File: src/rtl/linalg_pkg.sv
// Shared linear-algebra definitions: element width, transpose FSM states
// and the index-width helper used to size row/column counters.
package linalg_pkg;

    localparam int FP_W = 32;

    typedef enum logic {
        LOAD  = 1'b0,
        DRAIN = 1'b1
    } state_t;

    // A counter over n positions never needs fewer than one bit.
    function automatic int idx_w(input int n);
        return (n > 1) ? $clog2(n) : 1;
    endfunction

endpackage

File: src/rtl/mat_transpose_stream_if.sv
// Valid/ready element streams into and out of the matrix transposer.
interface mat_transpose_stream_if
    import linalg_pkg::*;
#(
    parameter int W = FP_W
) ();

    logic [W-1:0] in_data;
    logic         in_valid;
    logic         in_ready;
    logic [W-1:0] out_data;
    logic         out_valid;
    logic         out_ready;
    logic         out_last;

    modport slave (
        input  in_data, in_valid, out_ready,
        output in_ready, out_data, out_valid, out_last
    );

    modport master (
        output in_data, in_valid, out_ready,
        input  in_ready, out_data, out_valid, out_last
    );

endinterface

File: src/rtl/mat_idx_counter.sv
// Row/column index pair that walks either row-major (column inner) or
// column-major (row inner); both indices wrap to zero after the last cell.
module mat_idx_counter #(
    parameter int R_MAX = 1,
    parameter int C_MAX = 2,
    parameter int RW    = 1,
    parameter int CW    = 2
) (
    input  logic          clk,
    input  logic          rst_n,
    input  logic          en_i,
    input  logic          col_inner_i,
    output logic [RW-1:0] r_o,
    output logic [CW-1:0] c_o,
    output logic          last_o
);

    localparam logic [RW-1:0] R_LAST = RW'(R_MAX);
    localparam logic [CW-1:0] C_LAST = CW'(C_MAX);

    logic [RW-1:0] r_q, r_d;
    logic [CW-1:0] c_q, c_d;

    always_ff @(posedge clk or negedge rst_n) begin
        if (!rst_n) begin
            r_q <= '0;
            c_q <= '0;
        end else begin
            r_q <= r_d;
            c_q <= c_d;
        end
    end

    always_comb begin
        r_d = r_q;
        c_d = c_q;
        if (en_i) begin
            if (col_inner_i) begin
                if (c_q == C_LAST) begin
                    c_d = '0;
                    r_d = (r_q == R_LAST) ? '0 : r_q + RW'(1);
                end else begin
                    c_d = c_q + CW'(1);
                end
            end else begin
                if (r_q == R_LAST) begin
                    r_d = '0;
                    c_d = (c_q == C_LAST) ? '0 : c_q + CW'(1);
                end else begin
                    r_d = r_q + RW'(1);
                end
            end
        end
    end

    assign r_o    = r_q;
    assign c_o    = c_q;
    assign last_o = (r_q == R_LAST) && (c_q == C_LAST);

endmodule

File: src/rtl/mat_transpose_stream.sv
// Streaming M x N matrix transposer: loads one matrix row-major into a
// register array, then emits it column-major (A^T row-major), one in flight.
module mat_transpose_stream
    import linalg_pkg::*;
#(
    parameter int M = 2,
    parameter int N = 3,
    parameter int W = FP_W
) (
    input  logic                   clk,
    input  logic                   rst_n,
    mat_transpose_stream_if.slave  s,
    output logic                   busy
);

    localparam int RW = idx_w(M);
    localparam int CW = idx_w(N);

    state_t        st_q, st_d;
    logic [RW-1:0] r_idx;
    logic [CW-1:0] c_idx;
    logic          idx_last;
    logic          cnt_en;
    logic          col_inner;
    logic          wr_en;

    logic [W-1:0]  buf_q [M][N];

    // The same counter serves both phases; only the inner index changes.
    mat_idx_counter #(
        .R_MAX (M - 1),
        .C_MAX (N - 1),
        .RW    (RW),
        .CW    (CW)
    ) u_idx (
        .clk         (clk),
        .rst_n       (rst_n),
        .en_i        (cnt_en),
        .col_inner_i (col_inner),
        .r_o         (r_idx),
        .c_o         (c_idx),
        .last_o      (idx_last)
    );

    always_ff @(posedge clk or negedge rst_n) begin
        if (!rst_n) begin
            st_q <= LOAD;
        end else begin
            st_q <= st_d;
        end
    end

    always_comb begin
        st_d = st_q;
        unique case (st_q)
            LOAD:  if (s.in_valid && idx_last)  st_d = DRAIN;
            DRAIN: if (s.out_ready && idx_last) st_d = LOAD;
        endcase
    end

    always_comb begin
        s.in_ready  = 1'b0;
        s.out_valid = 1'b0;
        s.out_last  = 1'b0;
        busy        = 1'b0;
        cnt_en      = 1'b0;
        col_inner   = 1'b1;
        unique case (st_q)
            LOAD: begin
                s.in_ready = 1'b1;
                cnt_en     = s.in_valid;
                col_inner  = 1'b1;
            end
            DRAIN: begin
                s.out_valid = 1'b1;
                s.out_last  = idx_last;
                busy        = 1'b1;
                cnt_en      = s.out_ready;
                col_inner   = 1'b0;
            end
        endcase
    end

    assign wr_en = (st_q == LOAD) && s.in_valid;

    // Element storage is data only; a reset simply abandons its contents.
    always_ff @(posedge clk) begin
        if (wr_en) begin
            buf_q[r_idx][c_idx] <= s.in_data;
        end
    end

    assign s.out_data = buf_q[r_idx][c_idx];

endmodule

File: src/flat_wrapper.sv
// flat-port wrapper written by rule: the top's interface ports become plain ports
module mat_transpose_stream_flat import linalg_pkg::*;
#(
    parameter int M = 2,
    parameter int N = 3,
    parameter int W = FP_W
)
  (clk, rst_n, busy, s_in_data, s_in_valid, s_out_ready, s_in_ready, s_out_data, s_out_valid, s_out_last);
  mat_transpose_stream_if #(.W(W)) s_i ();
  input  logic clk;
  input  logic rst_n;
  output logic busy;
  input wire logic [$bits(s_i.in_data)-1:0] s_in_data;
  input wire logic [$bits(s_i.in_valid)-1:0] s_in_valid;
  input wire logic [$bits(s_i.out_ready)-1:0] s_out_ready;
  output wire logic [$bits(s_i.in_ready)-1:0] s_in_ready;
  output wire logic [$bits(s_i.out_data)-1:0] s_out_data;
  output wire logic [$bits(s_i.out_valid)-1:0] s_out_valid;
  output wire logic [$bits(s_i.out_last)-1:0] s_out_last;
  assign s_i.in_data = s_in_data;
  assign s_i.in_valid = s_in_valid;
  assign s_i.out_ready = s_out_ready;
  assign s_in_ready = s_i.in_ready;
  assign s_out_data = s_i.out_data;
  assign s_out_valid = s_i.out_valid;
  assign s_out_last = s_i.out_last;
  mat_transpose_stream #(.M(M), .N(N), .W(W)) u_core (.clk(clk), .rst_n(rst_n), .s(s_i), .busy(busy));
endmodule
File: config.mk
export PLATFORM = sky130hd
export DESIGN_NAME = mat_transpose_stream_flat
export DESIGN_NICKNAME = d
export VERILOG_FILES = /design/src/rtl/linalg_pkg.sv /design/src/rtl/mat_transpose_stream_if.sv /design/src/rtl/mat_idx_counter.sv /design/src/rtl/mat_transpose_stream.sv /design/src/flat_wrapper.sv
export SDC_FILE = /design/constraint.sdc
export NUM_CORES = 1
export LEC_CHECK = 0
export ABC_AREA = 1
export CAP_MARGIN = 0
export CORE_ASPECT_RATIO = 0.7
export CORE_MARGIN = 2
export CORE_UTILIZATION = 53
export CTS_BUF_LIST = sky130_fd_sc_hd__clkbuf_4
export DETAILED_ROUTE_END_ITERATION = 6
export GPL_ROUTABILITY_DRIVEN = 0
export PLACE_DENSITY = 0.72
export SLEW_MARGIN = 5
export SYNTH_ARGS = -nofsm -noshare
export SYNTH_HDL_FRONTEND = slang
export SYNTH_SLANG_ARGS = --single-unit
File: constraint.sdc
create_clock -name clk -period 10.85 [get_ports clk]
set_input_delay 1.085 -clock clk [delete_from_list [all_inputs] [get_ports clk]]
set_output_delay 1.085 -clock clk [all_outputs]
set_load 0.01 [all_outputs]
Yosys cells after proc, flatten, opt, wreduce, memory -nomap -nowiden
Memory sizes are Yosys's and may differ from the RTL's.
Index checks and enable logic that the tools add are counted.
{"block": "totals", "register_bits": 4, "ram_bits": 192, "inputBits": 36, "out_inout_bits": 36, "word_cells": 41, "n_memories": 1}
{"memory": "u_core.buf_q", "words": 2, "width": 96, "rd": 1, "rd_clocked_by_memory_dff": 0, "write_ports": 1, "line_no": "mat_transpose_stream.sv:27", "rtl": "logic [W-1:0] buf_q [M][N];"}
{"block": "op_classes", "addsub": 2, "n_lt_le_gt_ge": 2, "eq_ne": 2, "n_mux": 21, "bitwise_logic": 2, "reduce_logical": 8}
{"op": "$mux 32", "count": 3}
{"op": "$mux 96", "count": 1}
{"op": "$bmux 32 s2", "count": 1}
{"op": "$demux 32 s2", "count": 1}
{"op": "$mux 1", "count": 9}
{"op": "$mux 2", "count": 3}
{"op": "$pmux 1 s2", "count": 3}
{"op": "$logic_and 1x1->1", "count": 5}
{"op": "$reduce_and 2->1", "count": 2}
{"op": "$ge 3x3->1 const B", "count": 1}
{"op": "$lt 3x1->1 const B", "count": 1}
{"op": "$not 2->3", "count": 1}
{"op": "$add 2x1->2 const B", "count": 1}
{"op": "$eq 2x2->1 const B", "count": 1}
{"op": "$ne 2x2->1 const B", "count": 1}
{"op": "$reduce_bool 2->1", "count": 1}
{"op": "$add 1x1->1 const B", "count": 1}
{"op": "$not 1->1", "count": 1}

Logic depth before layout (Yosys ltp)
Gate-level depths: netlist (run 1).
{"block": "logic_depth", "depth_word": 6, "depth_mapped": 7}

Cells and area by module
From an unflattened synthesis (run 1), not the netlist that was laid out.
{"block": "unflattened", "hier_cells": 779, "hier_area_um2": 8274.2}
{"mod": "mat_transpose_stream", "instances": 1, "cells_per_inst": 759, "area_per_inst_um2": 8121.5, "seq_area_each_um2": 5790.6}
{"mod": "mat_idx_counter", "instances": 1, "cells_per_inst": 20, "area_per_inst_um2": 152.6, "seq_area_each_um2": 75.1}

Worst setup path before layout (run 1)
OpenSTA, ideal clock, no wires.
{"block": "synth_timing", "kind": "input-to-reg", "startpoint": "in s_in_valid", "endpoint": "mem u_core.buf_q[0][64] (netlist name) (enable)", "setup_time_ns": 0.461, "arrival_ns": 3.469, "required_ns": 10.389, "path_slack_ns": 6.920, "cell_stages": 2, "n_path_buf": 0, "cell_sequence": "nand2_1 nor3_1"}
{"block": "synth_between", "elab_chain_cells": 3}
{"element": "start: declaration", "line_no": "flat_wrapper.sv:14", "rtl": "input wire logic [$bits(s_i.in_valid)-1:0] s_in_valid;"}
{"element": "$logic_and 1x1->1", "line_no": "mat_transpose_stream.sv:84", "rtl": "assign wr_en = (st_q == LOAD) && s.in_valid;"}
{"element": "$mux 1", "line_no": "mat_transpose_stream.sv:88", "rtl": "if (wr_en) begin"}
{"element": "$mux 96 (implied by the code)", "line_no": "mat_transpose_stream.sv:89", "rtl": "buf_q[r_idx][c_idx] <= s.in_data;"}
{"element": "end: declaration", "line_no": "mat_transpose_stream.sv:27"}
Every way passes these cells.

Worst setup path after layout (run 1)
{"block": "layout_timing", "startpoint": "reg u_core.u_idx.r_q, in the netlist u_core.u_idx.r_o", "endpoint": "out s_out_data[20]"}
{"block": "layout_between", "elab_chain_cells": 4}
{"element": "start: declaration", "line_no": "mat_idx_counter.sv:21", "rtl": "logic [RW-1:0] r_q, r_d;"}
{"element": "start signal: assignment", "line_no": "mat_idx_counter.sv:29", "rtl": "r_q <= r_d;"}
{"element": "$mem_v2 2x96"}
{"element": "$bmux 32 s2", "line_no": "mat_transpose_stream.sv:93", "rtl": "assign s.out_data = buf_q[r_idx][c_idx];"}
{"element": "$mux 32 (implied by the code) (2 in series)", "line_no": "mat_transpose_stream.sv:93"}
{"element": "end: declaration", "line_no": "flat_wrapper.sv:17", "rtl": "output wire logic [$bits(s_i.out_data)-1:0] s_out_data;"}
Every way passes these cells. The select of a mux whose other input is x is not followed.

==> flow_summary.rst, run 1 <==
.. list-table::
   :header-rows: 1

   * - Metric
     - Value
   * - Port Buffer Count
     - 71
   * - CTS Buf Count
     - 17
   * - Clock Pin Slew Worst Setup and Hold Paths
     - 150 ps
   * - Area Growth Syn to Fin
     - 14.0%
   * - Result of the run
     - finished, violations left
   * - CP Max Fanout
     - 104
   * - Fraction of power consumed by the clock network
     - roughly 17%
   * - Hold Crit Class
     - flip-flop to flip-flop
   * - Sum of negative setup slack
     - 0 ps
   * - Final max-slew violation count
     - 0
   * - Mean instance size in the synthesized netlist
     - 10.8 µm²
   * - Number of clock sinks
     - 196
   * - Total Nets Final
     - 879
   * - Estimated wirelength of the detail-placed design
     - 9550 µm
   * - Critical Path Max Stage Delay
     - 1210 ps
   * - Total number of yosys warnings
     - 0
   * - Count of final setup violators
     - 0
   * - Core area
     - about 15,000 µm²
   * - Leakage
     - 0.00409 µW
   * - Number of nets still failing antenna checks after routing
     - 0
   * - P_int
     - 1400 µW
   * - Area fraction of the dominant cell type after synthesis
     - about 69%
   * - Initial DRT Pass Iterations
     - 7
   * - Number of inserted diodes
     - 0
   * - Via count of the first global-routing pass
     - about 5,000
   * - Crit path buf inv count
     - 3
   * - Highest ir drop seen on vdd
     - 180 µV
   * - Final Skew
     - 24.3 ps
   * - Final period utilization
     - between 40% and 50%
   * - Max-Slew Margin vs Limit
     - 21.3%
   * - Net Count, Synth
     - 812
   * - End of the worst register-to-register path
     - u_core.buf_q[1][43]
   * - Final hold violations
     - 0
   * - Most Frequent Cell on Critical Path
     - sky130_fd_sc_hd__nand3_1
   * - Number of DRC markers after the initial detailed-route iteration
     - ~400
   * - Most frequent cells in the layout
     - 206 x sky130_fd_sc_hd__nand2_1, 194 x sky130_fd_sc_hd__inv_1, 192 x sky130_fd_sc_hd__edfxtp_1, 123 x sky130_fd_sc_hd__nand3_1, 71 x sky130_fd_sc_hd__clkdlybuf4s50_1
   * - Via-per-instance ratio
     - 5.07
   * - Initial Utilization
     - 54.2%
   * - Cell Area, Synth
     - around 8400 µm²
   * - Number of cells on the worst hold path
     - 2
   * - Reg power frac
     - 45.9%
   * - Data required time at the worst endpoint
     - ~10000 ps
   * - Cell with the largest stage delay on the worst path
     - sky130_fd_sc_hd__dfrtp_4
   * - Transition time at the pin with the least slew margin
     - 1180 ps
   * - Final WL
     - 16,600 µm
   * - Max-cap violations
     - 0
   * - Flop2flop setup slack
     - 6410 ps
   * - Crit path kind
     - flip-flop to primary output
   * - NetSw
     - ~830 µW
   * - Total power per unit cell area
     - 233 nW/µm²
   * - Ratio of cells with drive above 1 in the final layout
     - 7.24%
   * - Clock tree from TritonCTS
     - done
   * - First-pass GRT wire length
     - 25,800 µm
   * - HP Start
     - u_core.st_q
   * - Fraction of the yosys area taken by sequential cells
     - 70.1%
   * - Chip height
     - 109 µm
   * - Routing usage on met2
     - 34.1%
   * - Number of top-level pins
     - 72
   * - Number of H-tree branching levels
     - 4
   * - Buffer depth of the longest clock path
     - 2
   * - Synthesized flop and latch total
     - 196
   * - Hold EP
     - u_core.st_q
   * - Minimum clock period
     - 5380 ps
   * - Most common library cell in the layout ignoring fill and taps
     - sky130_fd_sc_hd__nand2_1
   * - CTS Hold Buffers Added
     - 0
   * - Row Count
     - 38
   * - Total global routing overflow
     - 0
   * - Maximum number of pins on one net before global-route repair
     - ~110
   * - RSZ-0062 raised after global routing
     - false
   * - Worst setup EP type
     - primary output
   * - Number of antenna violations at the first check in global routing
     - 0
   * - Synth area leaders
     - sky130_fd_sc_hd__edfxtp_1 69%, sky130_fd_sc_hd__nand2_1 9.2%, sky130_fd_sc_hd__inv_1 8.7%, sky130_fd_sc_hd__nand3_1 7.4%, sky130_fd_sc_hd__dfrtp_1 1.2%
   * - Routed wire per std cell
     - 15.7 µm
   * - Met3 Resource Use GR
     - 5.17%
   * - R2r startpoint
     - u_core.u_idx.r_o
   * - Critical Path Start Type
     - flip-flop
   * - Final core occ
     - just over 60%
   * - Synthesized instance count
     - 776
   * - Buffer type at the clock tree root
     - sky130_fd_sc_hd__clkbuf_4
   * - Routing layer with the top usage in global route
     - met2
   * - Global-route track usage on met1
     - 27.7%
   * - Comb power frac
     - about 37%
   * - Number of instances resized during post-cts repair
     - 0
   * - Violations in the final reports
     - design-rule violations
   * - Horizontal die dimension
     - 154 µm
   * - Routed via count
     - 5,349
   * - FMAX
     - approximately 190 MHz
   * - Dominant cell type by area after synthesis
     - sky130_fd_sc_hd__edfxtp_1
   * - Insertion delay of the later-clocked pin in the worst-skew pair
     - 580 ps
   * - Depth of the worst register-to-register path
     - 4
   * - Overall die area
     - 16,800 µm²
   * - Largest delay share family, worst path
     - buffers and inverters
   * - Sw Share
     - 37.1%
   * - Overall Global Routing Usage
     - between 20 and 25%
   * - Series of cell instances along the critical path
     - clkinv_2, buf_4, nand2_1, nand3_1, nand3_1, clkdlybuf4s50_1
   * - Cell variety after synth
     - 18
   * - DRC violations left
     - 1
   * - Arrival @ worst endpoint
     - 4300 ps
   * - Post-CTS setup buffer count
     - 0
==> Yosys cell counts <==
library cell,count
sky130_fd_sc_hd__nand2_1,206
sky130_fd_sc_hd__inv_1,195
sky130_fd_sc_hd__edfxtp_1,192
sky130_fd_sc_hd__nand3_1,123
sky130_fd_sc_hd__buf_2,18
sky130_fd_sc_hd__clkbuf_1,9
sky130_fd_sc_hd__nand3_2,9
sky130_fd_sc_hd__nor3_1,5
sky130_fd_sc_hd__dfrtp_1,4
sky130_fd_sc_hd__buf_4,2
sky130_fd_sc_hd__buf_8,2
sky130_fd_sc_hd__inv_2,2
sky130_fd_sc_hd__nor2_1,2
sky130_fd_sc_hd__nor2_8,2
sky130_fd_sc_hd__o21ai_0,2
sky130_fd_sc_hd__buf_12,1
sky130_fd_sc_hd__inv_4,1
sky130_fd_sc_hd__nor2_2,1
==> per-stage QoR <==
stage               instance area, µm²  setup slack, ps  total power (µW)  cells  hold WS, ps
finish                            9540             5470              2230   1056          628
global route                      9540             5150              2360   1056          621
CTS                               9540             5530              2240   1056          631
detailed placement                9250             6190              1860   1024          597
global placement                  9250             6290              1840   1024          566
floorplan                         8370             6920              1490    776          592
==> sequential cells by signal (all words and copies together), names as in the netlist <==
| signal | cells |
|---|---|
| u_core.st_q | 1 |
| u_core.u_idx.r_o | 1 |
| u_core.buf_q | 192 |
| u_core.u_idx.c_o | 2 |
==> routing by layer <==
| metal | part of all wire, % | routed length [µm] |
|---|---|---|
| met1 | 44 | 7370 |
| met2 | 48 | 7980 |
| met3 | 6.6 | 1090 |
| met5 | 0 | 0 |
| met4 | 0.78 | 129 |
==> power by group through the flow <==
stage	Combinational [µW]	Clock [µW]	Sequential, µW
final	819	387	1020
after detailed placement	825	0	1040
after global placement	808	0	1030
after global routing	901	425	1030
after floorplan	513	0	978
after CTS	829	394	1020
==> cells by family after synthesis <==
kind of cell,share of synthesized area (%)
DFF,70.1
and+or+nand+nor,18.6
AOI/OAI and AO/OA,0.120
buffers and inverters,11.2
==> worst max-delay path by stage <==
stage	start	endpoint	slack (ps)	cells after the start
after floorplan	s_in_valid	u_core.buf_q[0][64]	6920	2
after global placement	u_core.u_idx.r_o	s_out_data[20]	6290	6
after detailed placement	u_core.u_idx.r_o	s_out_data[20]	6190	6
after CTS	u_core.u_idx.r_o	s_out_data[20]	5530	6
after global routing	u_core.u_idx.r_o	s_out_data[9]	5150	6
final	u_core.u_idx.r_o	s_out_data[20]	5470	6
==> layout make-up <==
cell class / instances / area, µm²
clock buffer: 17 / 128
sequential: 196 / 5870
inverter: 198 / 747
multi-input combinational: 350 / 1600
fill: 1189 / 5910
clock inverter: 15 / 168
tap: 200 / 250
timing repair buffer: 80 / 778
==> worst min-delay path, delay by kind of cell (launching register included) <==
kind	cells	cell delay, ps
simple gates	2	130
flops	1	470
(Power assumes the default switching activity.)
==> run 2, diff against run 1 <==
==> constraint.sdc (replaced) <==
create_clock -name clk -period 5.59 [get_ports clk]
set_input_delay 0.559 -clock clk [delete_from_list [all_inputs] [get_ports clk]]
set_output_delay 0.559 -clock clk [all_outputs]
set_load 0.01 [all_outputs]
==> run 2 against run 1 <==
Net effect: sequential cell count unchanged; worst setup slack got worse by 3500 ps; the run now ends clean; power grew 93%; critical path depth did not move; cell area hardly changed; via count fell by 2.2%; routed wire length down 1.9%; utilization hardly changed; clock-buffer cell count is 1 higher; largest power group unchanged.
==> flow_summary.rst, run 2 (synthesis results as in run 1) <==
.. list-table::
   :header-rows: 1

   * - Metric
     - Value
   * - Arrival @ worst endpoint
     - 3020 ps (was 4300 ps)
   * - DRC violations left
     - 0 (was 1)
   * - Final WL
     - 16,300 µm (was 16,600 µm)
   * - Number of flip-flops in the largest register
     - 192 (unchanged)
   * - Hold WS
     - 167 ps (was 628 ps)
   * - Fillers
     - 1,192 (was 1,189)
   * - Clock Pin Slew Worst Setup and Hold Paths
     - 160 ps (was 150 ps)
   * - Estimated wirelength of the detail-placed design
     - 9230 µm (was 9550 µm)
   * - Comb power frac
     - 39.8% (was 36.8%)
   * - Minimum clock period
     - 3580 ps
   * - Overall Global Routing Usage
     - 20.5% (was 20.6%)
   * - Final period utilization
     - 64.0%
   * - Number of clock sinks
     - 196 (unchanged)
   * - Buffer depth of the longest clock path
     - 2 (unchanged)
   * - Critical Path Max Stage Delay
     - 640 ps (was 1210 ps)
   * - Routed wire per std cell
     - 15.3 µm (was 15.7 µm)
   * - Register with the highest flop count
     - u_core.buf_q (unchanged)
   * - CTS Hold Buffers Added
     - 0 (unchanged)
   * - Number of antenna violations at the first check in global routing
     - 0 (unchanged)
   * - Crit path kind
     - flip-flop to primary output (unchanged)
   * - CP Max Fanout
     - 62 (was 104)
   * - Core area
     - 15,500 µm² (unchanged)
   * - Port Buffer Count
     - 71 (unchanged)
   * - Depth of the worst register-to-register path
     - 4 (unchanged)
   * - Insertion delay of the later-clocked pin in the worst-skew pair
     - 570 ps (was 580 ps)
   * - Series of cell instances along the critical path
     - clkinv_2, buf_4, nand2_1, nand3_1, nand3_1, clkdlybuf4s50_1 (unchanged)
   * - Area Growth Syn to Fin
     - 14.0% (about the same)
   * - Met3 Resource Use GR
     - 4.89% (was 5.17%)
   * - Total power per unit cell area
     - 449 nW/µm² (was 233 nW/µm²)
   * - Via-per-instance ratio
     - 4.94 (was 5.07)
   * - Most frequent cells in the layout
     - 206 x sky130_fd_sc_hd__nand2_1, 194 x sky130_fd_sc_hd__inv_1, 192 x sky130_fd_sc_hd__edfxtp_1, 123 x sky130_fd_sc_hd__nand3_1, 71 x sky130_fd_sc_hd__clkdlybuf4s50_1 (unchanged)
   * - Number of instances resized during post-cts repair
     - 0 (unchanged)
   * - Number of top-level pins
     - 72 (unchanged)
   * - NetSw
     - 1600 µW (was 827 µW)
   * - Buffer type at the clock tree root
     - sky130_fd_sc_hd__clkbuf_4 (unchanged)
   * - Largest delay share family, worst path
     - buffers and inverters (unchanged)
   * - Routing layer with the top usage in global route
     - met2 (unchanged)
   * - Leakage
     - 0.00408 µW (was 0.00409 µW)
   * - RSZ-0062 raised after global routing
     - false (unchanged)
   * - Cell with the largest stage delay on the worst path
     - sky130_fd_sc_hd__buf_4 (was sky130_fd_sc_hd__dfrtp_4)
   * - Worst setup EP type
     - primary output (unchanged)
   * - Chip height
     - 109 µm (unchanged)
   * - Final max-slew violation count
     - 0 (unchanged)
   * - Fraction of power consumed by the clock network
     - 16.7% (was 17.4%)
   * - Final Instance Area
     - 9540 µm² (about the same)
   * - Final Skew
     - 14.7 ps (was 24.3 ps)
   * - Routing usage on met2
     - 34.5% (was 34.1%)
   * - Placed instance area
     - 9270 µm² (was 9250 µm²)
   * - Initial DRT Pass Iterations
     - 5 (was 7)
   * - Max-Slew Margin vs Limit
     - 24.0% (was 21.3%)
   * - Row Count
     - 38 (unchanged)
   * - Overall die area
     - 16,800 µm² (unchanged)
   * - Crit path buf inv count
     - 3 (unchanged)
   * - Most common library cell in the layout ignoring fill and taps
     - sky130_fd_sc_hd__nand2_1 (unchanged)
   * - CTS Buf Count
     - 17 (unchanged)
   * - Data required time at the worst endpoint
     - 5030 ps (was 9770 ps)
   * - Routed via count
     - 5,231 (was 5,349)
   * - Global-route track usage on met1
     - 26.5% (was 27.7%)
   * - Critical Path Start Type
     - flip-flop (unchanged)
   * - Total global routing overflow
     - 0 (unchanged)
   * - Count of final setup violators
     - 0 (unchanged)
   * - Clock tree from TritonCTS
     - done (unchanged)
   * - First-pass GRT wire length
     - 25,700 µm (was 25,800 µm)
   * - Horizontal die dimension
     - 154 µm (unchanged)
   * - Initial Utilization
     - 54.2% (unchanged)
   * - Total design power
     - 4290 µW (was 2230 µW)
   * - Number of H-tree branching levels
     - 4 (unchanged)
   * - FMAX
     - 279 MHz
   * - WP depth
     - 6 (unchanged)
   * - Via count of the first global-routing pass
     - 5,058 (was 4,975)
   * - Number of nets still failing antenna checks after routing
     - 0 (unchanged)
   * - P_int
     - 2690 µW (was 1400 µW)
   * - Sum of negative setup slack
     - 0 ps (unchanged)
   * - Final hold violations
     - 0 (unchanged)
   * - Max-cap violations
     - 0 (unchanged)
   * - Sw Share
     - 37.3% (was 37.1%)
   * - Post-CTS setup buffer count
     - 0 (unchanged)
   * - Number of DRC markers after the initial detailed-route iteration
     - 408 (was 404)
   * - Total Nets Final
     - 882 (was 879)
   * - Maximum number of pins on one net before global-route repair
     - 104 (was 105)
   * - Result of the run
     - finished, final reports clean (was finished, violations left)
   * - Ratio of cells with drive above 1 in the final layout
     - 7.57% (was 7.24%)
   * - Final core occ
     - 61.8% (was 61.7%)
   * - Highest ir drop seen on vdd
     - 332 µV (was 180 µV)
   * - Reg power frac
     - 43.6% (was 45.9%)
   * - Number of inserted diodes
     - 0 (unchanged)
   * - Hold Crit Class
     - input pin to async pin (was flip-flop to flip-flop)
   * - Transition time at the pin with the least slew margin
     - 1140 ps (was 1180 ps)
   * - Most Frequent Cell on Critical Path
     - sky130_fd_sc_hd__nand3_1 (unchanged)
-- run 2: cell count changes in the layout (fill, tap and decap cells not counted) --
cell,before,now
sky130_fd_sc_hd__clkbuf_4,17,18
sky130_fd_sc_hd__clkinv_2,3,1
sky130_fd_sc_hd__clkinvlp_4,0,2
sky130_fd_sc_hd__inv_8,3,2
sky130_fd_sc_hd__bufinv_16,1,0
sky130_fd_sc_hd__buf_4,9,12
sky130_fd_sc_hd__inv_6,4,5
-- run 2: per-stage QoR --
stage | setup WS, ps | cells
2_1_floorplan | 2080 | 776
3_3_place_gp | 2630 | 1027
3_5_place_dp | 2620 | 1027
4_1_cts | 1940 | 1059
5_1_grt | 1780 | 1059
6_report | 2010 | 1059
-- run 2: path summary, 6_finish.rpt --
kind / slack [ps] / end / start
worst max-delay path: 2010 / s_out_data[19] / u_core.u_idx.r_o
worst min-delay path: 170 / u_core.u_idx.r_o / rst_n
worst max register to register: 2790 / u_core.buf_q[1][62] / u_core.u_idx.r_o
worst min register to register: 630 / u_core.st_q / u_core.st_q
max in group asynchronous: 5220 / u_core.u_idx.r_o / rst_n
min in group clk: 630 / u_core.st_q / u_core.st_q
-- run 2: power groups by stage --
stage	clock (µW)	sequential, µW	combinational [µW]
final	714	1870	1700
after global routing	789	1880	1880
after CTS	732	1870	1730
after detailed placement	0	1900	1720
after global placement	0	1900	1690
after floorplan	0	1900	996
-- run 2: final cells by class --
cell class | instances | area (µm²) | area share (%)
clock inverters | 14 | 140 | 1.47
inverters | 198 | 747 | 7.83
flip-flops and latches | 196 | 5870 | 61.5
repair buffers | 83 | 801 | 8.39
well taps | 200 | 250 | 2.62
multi-input cells | 350 | 1600 | 16.8
clock buffers | 18 | 135 | 1.42
-- run 2: layer usage --
metal	part of all wire [%]	vias up
li1	-	2596
met1	45	2459
met2	48	157
met3	5.3	19
met4	1.3	0
met5	0	-
